File: config.mk
export PLATFORM = sky130hd
export DESIGN_NAME = exc_commit_ctrl
export DESIGN_NICKNAME = d
export VERILOG_FILES = /design/src/rtl/exc_commit_ctrl.sv
export SDC_FILE = /design/constraint.sdc
export NUM_CORES = 1
export LEC_CHECK = 0
export ABC_AREA = 1
export BUFFER_PORTS_ARGS = -buffer_cell sky130_fd_sc_hd__buf_2
export CAP_MARGIN = 10
export CORE_MARGIN = 5
export CORE_UTILIZATION = 43
export CTS_BUF_LIST = sky130_fd_sc_hd__clkbuf_16
export CTS_CLUSTER_SIZE = 10
export DETAILED_ROUTE_END_ITERATION = 16
export MAX_ROUTING_LAYER = met4
export PLACE_DENSITY_LB_ADDON = 0.08
export SYNTH_ARGS = -nofsm -noshare
export SYNTH_HDL_FRONTEND = slang
export SYNTH_SLANG_ARGS = --single-unit
File: constraint.sdc
create_clock -name clk -period 1.9 [get_ports clk]
set_input_delay 0.19 -clock clk [delete_from_list [all_inputs] [get_ports clk]]
set_output_delay 0.19 -clock clk [all_outputs]
set_load 0.005 [all_outputs]
File: src/rtl/exc_commit_ctrl.sv
// Writeback-side exception/ertn/refetch/idle initiator toward the CSR unit.
// Prioritises one event per cycle, registers the strobes, and gates retirement.
module exc_commit_ctrl #(
    parameter int ADDR_W = 32,
    parameter int INT_W  = 12
) (
    input  logic              clk,
    input  logic              reset,
    input  logic              wb_valid,
    input  logic [ADDR_W-1:0] wb_pc,
    input  logic [14:0]       wb_exc_vec,
    input  logic [ADDR_W-1:0] wb_badv_m,
    input  logic              wb_is_ertn,
    input  logic              wb_is_refetch,
    input  logic              wb_is_idle,
    input  logic              ie,
    input  logic [INT_W-1:0]  lie,
    input  logic [INT_W-1:0]  is,
    input  logic              exlike,
    output logic              is_exc,
    output logic [5:0]        excode,
    output logic [8:0]        esubcode,
    output logic [ADDR_W-1:0] badvaddr,
    output logic [ADDR_W-1:0] csr_pc,
    output logic              is_ertn,
    output logic              is_fetch_again,
    output logic              is_idle,
    output logic              commit,
    output logic              flush,
    output logic              wb_stall
);

    // state  | meaning
    // S_RUN  | normal retirement, events evaluated on each valid WB instruction
    // S_WAIT | event issued, pipeline held flushed until CSR answers with exlike
    // S_IDLE | idle retired, WB stalled until an interrupt becomes pending
    typedef enum logic [1:0] {S_RUN, S_WAIT, S_IDLE} state_t;

    state_t            state, state_nxt;
    logic              int_pend;
    logic              any_exc;
    logic [5:0]        enc_code;
    logic [8:0]        enc_sub;
    logic [ADDR_W-1:0] enc_badv;

    logic              exc_nxt, ertn_nxt, fa_nxt, idle_nxt;
    logic [5:0]        code_nxt;
    logic [8:0]        sub_nxt;
    logic [ADDR_W-1:0] badv_nxt, pc_nxt;
    logic              commit_c, flush_c, stall_c;

    assign int_pend = ie & (|(lie & is));
    assign any_exc  = int_pend | (|wb_exc_vec);

    always_comb begin
        enc_code = 6'h00;
        enc_sub  = 9'd0;
        enc_badv = '0;
        if (int_pend)           enc_code = 6'h00;
        else if (wb_exc_vec[0]) begin enc_code = 6'h08; enc_badv = wb_pc; end
        else if (wb_exc_vec[1]) begin enc_code = 6'h3F; enc_badv = wb_pc; end
        else if (wb_exc_vec[2]) begin enc_code = 6'h03; enc_badv = wb_pc; end
        else if (wb_exc_vec[3]) begin enc_code = 6'h07; enc_badv = wb_pc; end
        else if (wb_exc_vec[4]) enc_code = 6'h0D;
        else if (wb_exc_vec[5]) enc_code = 6'h0E;
        else if (wb_exc_vec[6]) enc_code = 6'h0B;
        else if (wb_exc_vec[7]) enc_code = 6'h0C;
        else if (wb_exc_vec[8]) begin
            enc_code = 6'h08;
            enc_sub  = 9'd1;
            enc_badv = wb_badv_m;
        end
        else if (wb_exc_vec[9])  begin enc_code = 6'h09; enc_badv = wb_badv_m; end
        else if (wb_exc_vec[10]) begin enc_code = 6'h3F; enc_badv = wb_badv_m; end
        else if (wb_exc_vec[11]) begin enc_code = 6'h01; enc_badv = wb_badv_m; end
        else if (wb_exc_vec[12]) begin enc_code = 6'h02; enc_badv = wb_badv_m; end
        else if (wb_exc_vec[13]) begin enc_code = 6'h07; enc_badv = wb_badv_m; end
        else if (wb_exc_vec[14]) begin enc_code = 6'h04; enc_badv = wb_badv_m; end
    end

    always_comb begin
        state_nxt = state;
        exc_nxt   = 1'b0;
        ertn_nxt  = 1'b0;
        fa_nxt    = 1'b0;
        idle_nxt  = 1'b0;
        code_nxt  = 6'h00;
        sub_nxt   = 9'd0;
        badv_nxt  = '0;
        pc_nxt    = csr_pc;
        commit_c  = 1'b0;
        flush_c   = 1'b0;
        stall_c   = 1'b0;
        case (state)
            S_RUN: begin
                if (wb_valid) begin
                    if (any_exc) begin
                        exc_nxt   = 1'b1;
                        code_nxt  = enc_code;
                        sub_nxt   = enc_sub;
                        badv_nxt  = enc_badv;
                        pc_nxt    = wb_pc;
                        flush_c   = 1'b1;
                        state_nxt = S_WAIT;
                    end else if (wb_is_ertn || wb_is_refetch) begin
                        ertn_nxt  = wb_is_ertn;
                        fa_nxt    = ~wb_is_ertn;
                        pc_nxt    = wb_pc;
                        commit_c  = 1'b1;
                        flush_c   = 1'b1;
                        state_nxt = S_WAIT;
                    end else if (wb_is_idle) begin
                        idle_nxt  = 1'b1;
                        pc_nxt    = wb_pc;
                        commit_c  = 1'b1;
                        flush_c   = 1'b1;
                        state_nxt = S_IDLE;
                    end else begin
                        commit_c  = 1'b1;
                    end
                end
            end
            S_WAIT: begin
                flush_c = 1'b1;
                if (exlike) state_nxt = S_RUN;
            end
            S_IDLE: begin
                stall_c = 1'b1;
                flush_c = 1'b1;
                // csr_pc still holds the idle pc; the CSR derives ERA from it
                if (int_pend) begin
                    exc_nxt   = 1'b1;
                    state_nxt = S_WAIT;
                end
            end
            default: state_nxt = S_RUN;
        endcase
    end

    assign commit   = commit_c & ~reset;
    assign flush    = flush_c  & ~reset;
    assign wb_stall = stall_c  & ~reset;

    always_ff @(posedge clk) begin
        if (reset) begin
            state          <= S_RUN;
            is_exc         <= 1'b0;
            is_ertn        <= 1'b0;
            is_fetch_again <= 1'b0;
            is_idle        <= 1'b0;
            excode         <= 6'h00;
            esubcode       <= 9'd0;
            badvaddr       <= '0;
            csr_pc         <= '0;
        end else begin
            state          <= state_nxt;
            is_exc         <= exc_nxt;
            is_ertn        <= ertn_nxt;
            is_fetch_again <= fa_nxt;
            is_idle        <= idle_nxt;
            excode         <= code_nxt;
            esubcode       <= sub_nxt;
            badvaddr       <= badv_nxt;
            csr_pc         <= pc_nxt;
        end
    end

endmodule

==> impl_metrics.toml <==
[global_routing]
track_usage = 0.2238
grt_max_degree = 36
grt_pass1_vias = 3512
grt-ovfl-total = 0
grt_first_pass_wirelength_um = 16970
antenna_found_initial = 0

[yosys]
synth.avg_cell_area_um2 = 7.631
async_reset_ff_frac = 0
ys.flop_type = "dfxtp_1"
yosysWarnings = 0
synth_cell_types = 29
synthTopCellsByArea = "dfxtp_1 (46%), nor2_1 (9.3%), o21ai_0 (8.7%)"
synth_edf_count = 0
yosysMostFrequentCell = "nor2_1"
synth.top_cell.area_share = 0.4583
synth_common_cells = "nor2_1 (82), dfxtp_1 (76), o21ai_0 (58)"
synthCells = 435
yosys.area.top_type = "dfxtp_1"
syn_area_um2 = 3319
ys_seq_area_frac = 0.4583
ys_ff_latch = 76

[setup_path]
crit_path_start_kind = "input pin"
worstSetupEndpointType = "output port"
timing.rr.start = "state[1]"
critPathRequiredTime_ns = 1.71
critPathKind = "in -> out"
cp_max_fo = 4
ff2ff_path_depth = 8
rr_endpoint = "excode[0]"
r2r_setup_slack_ns = 0.30
crit_arrival_ns = 1.59

[route]
detail-route-antenna-nets = 0
drt_first_pass_iters = 5
drc_errors = 0
routedWlPerCell_um = 14.90
vias = 3586
routed_wl_um = 10850
vias_per_cell = 4.926
drtIter0Drc = 155

[layout]
layout.nets = 737
n_antenna_cell = 0
final_core_util = 0.6146
drive_gt1_frac = 0.3882
final_area_um2 = 4676
area_delta_synth_final_pct = 40.86
layoutNonFillerInstCount = 728

[worst_hold_path]
min_path_type = "in -> reg"
hold_path_end = "is_fetch_again"
holdPathStages = 2
hp-start = "wb_is_ertn"

[job]
maxCapViolCount = 0

[timing]
slew_violations = 0
layout_setup_ws_ns = 0.1240
max_freq_mhz = 563.1
period_needed_ns = 1.776
hold_viol = 0
skew_ns = 0.005932
rsz0062_at_grt = "no"
finalSetupViolCount = 0
timing.hold.ws_ns = 0.04062
setup_tns_ns = 0
timing.final.crit_share = 0.9347

[clock_network]
clk_latency_ns = 0.33
holdBufCountCts = 0
root_buffer = "clkbuf_16"
clockBufferDepth = 2
cts.clk_slew.worst_paths_ns = 0.06
cts.sinks = 76
cts_tree = "built"
htreeDepth = 3
cts_buffers = 9

[place]
port_buffers = 188
dpl.cell_count = 707
placed_area_um2 = 4288
dpl.hpwl_um = 8104
dp_slack_ns = 0.1087
gp_congestion = 0.9347

[status]
outcome = "finished clean"

[die]
fp.dieH_um = 97.86
initial_core_util = 0.4363
core_um2 = 7607
dieArea_um2 = 9577
die_w_um = 97.86
rows = 32
io_pins = 197

[pwr]
power-per-cell-area_nw_per_um2 = 1091
power.total_mw = 5.100
peakVddDrop_v = 0.0005058
power.leakage_nw = 2.355
[worst max path at each step]
| stage | slack (ns) | start | to |
|---|---|---|---|
| floorplan | 0.37 | wb_exc_vec[5] | flush |
| global placement | 0.12 | wb_exc_vec[1] | flush |
| detailed placement | 0.11 | wb_exc_vec[5] | flush |
| CTS | 0.02 | state[0] | flush |
| global route | 0.02 | wb_exc_vec[5] | flush |
| finish | 0.12 | wb_exc_vec[5] | flush |
[per-layer routing]
metal,vias to the layer above,GRT usage,part of all wire
li1,1821,-,-
met1,1613,0.2797,0.43
met5,-,-,0
met2,135,0.3649,0.48
met3,17,0.04571,0.065
met4,0,0.06816,0.018
[area by class of cell]
cell class,count,area (µm²)
sequential,76,1521
tap,102,127.6
multi-input combinational,305,1521
clock buffer,9,225.2
inverter,24,102.6
clock inverter,6,88.84
fill,754,2932
timing repair buffer,206,1089
[cell families after synthesis]
| family | share of synthesized area |
|---|---|
| other cells | 0.001130 |
| fa+ha+maj | 0.01508 |
| simple gates | 0.2608 |
| flops | 0.4583 |
| compound gates | 0.1677 |
| buf+inv | 0.09687 |
[what timing repair did]
| action | in CTS | in global routing |
|---|---|---|
| gates cloned | 0 | 0 |
| pin swaps | 0 | 5 |
| setup endpoints to repair | 1 | 2 |
| resized for setup | 1 | 10 |
| setup buffers | 0 | 6 |
[critical path, stage by stage]
cell and delay [ns]:
buf_2 0.11, or2_2 0.33, nor2_4 0.11, nand2_2 0.08, nor2_4 0.17, nand3_2 0.12
nand2_4 0.14, clkinv_8 0.06, o21ai_2 0.10, nor2_1 0.06, buf_2 0.12
[registers in the layout, indices dropped and copies added, names as in the netlist]
register / count
excode: 5
is_idle: 1
badvaddr: 32
is_fetch_again: 1
csr_pc: 32
esubcode: 1
state: 2
is_ertn: 1
is_exc: 1
[power by group]
part / total (mW) / internal, mW / switching [mW]
logic: 1.34 / 0.598 / 0.739
clock network: 1.80 / 1.14 / 0.654
registers: 1.96 / 1.83 / 0.131
[cell usage in the layout, fill, tap and decap left out, drive strengths merged]
cell	instances
bufinv	2
nor2	91
clkbuf	9
o21ai	68
inv	23
conb	8
nor3	6
nand2	39
or2	4
a31oi	1
clkinv	3
a21oi	42
clkinvlp	2
dfxtp	76
nand4	35
ha	4
nor4	1
buf	206
nand3	6
Power figures use the tool's default switching activity.
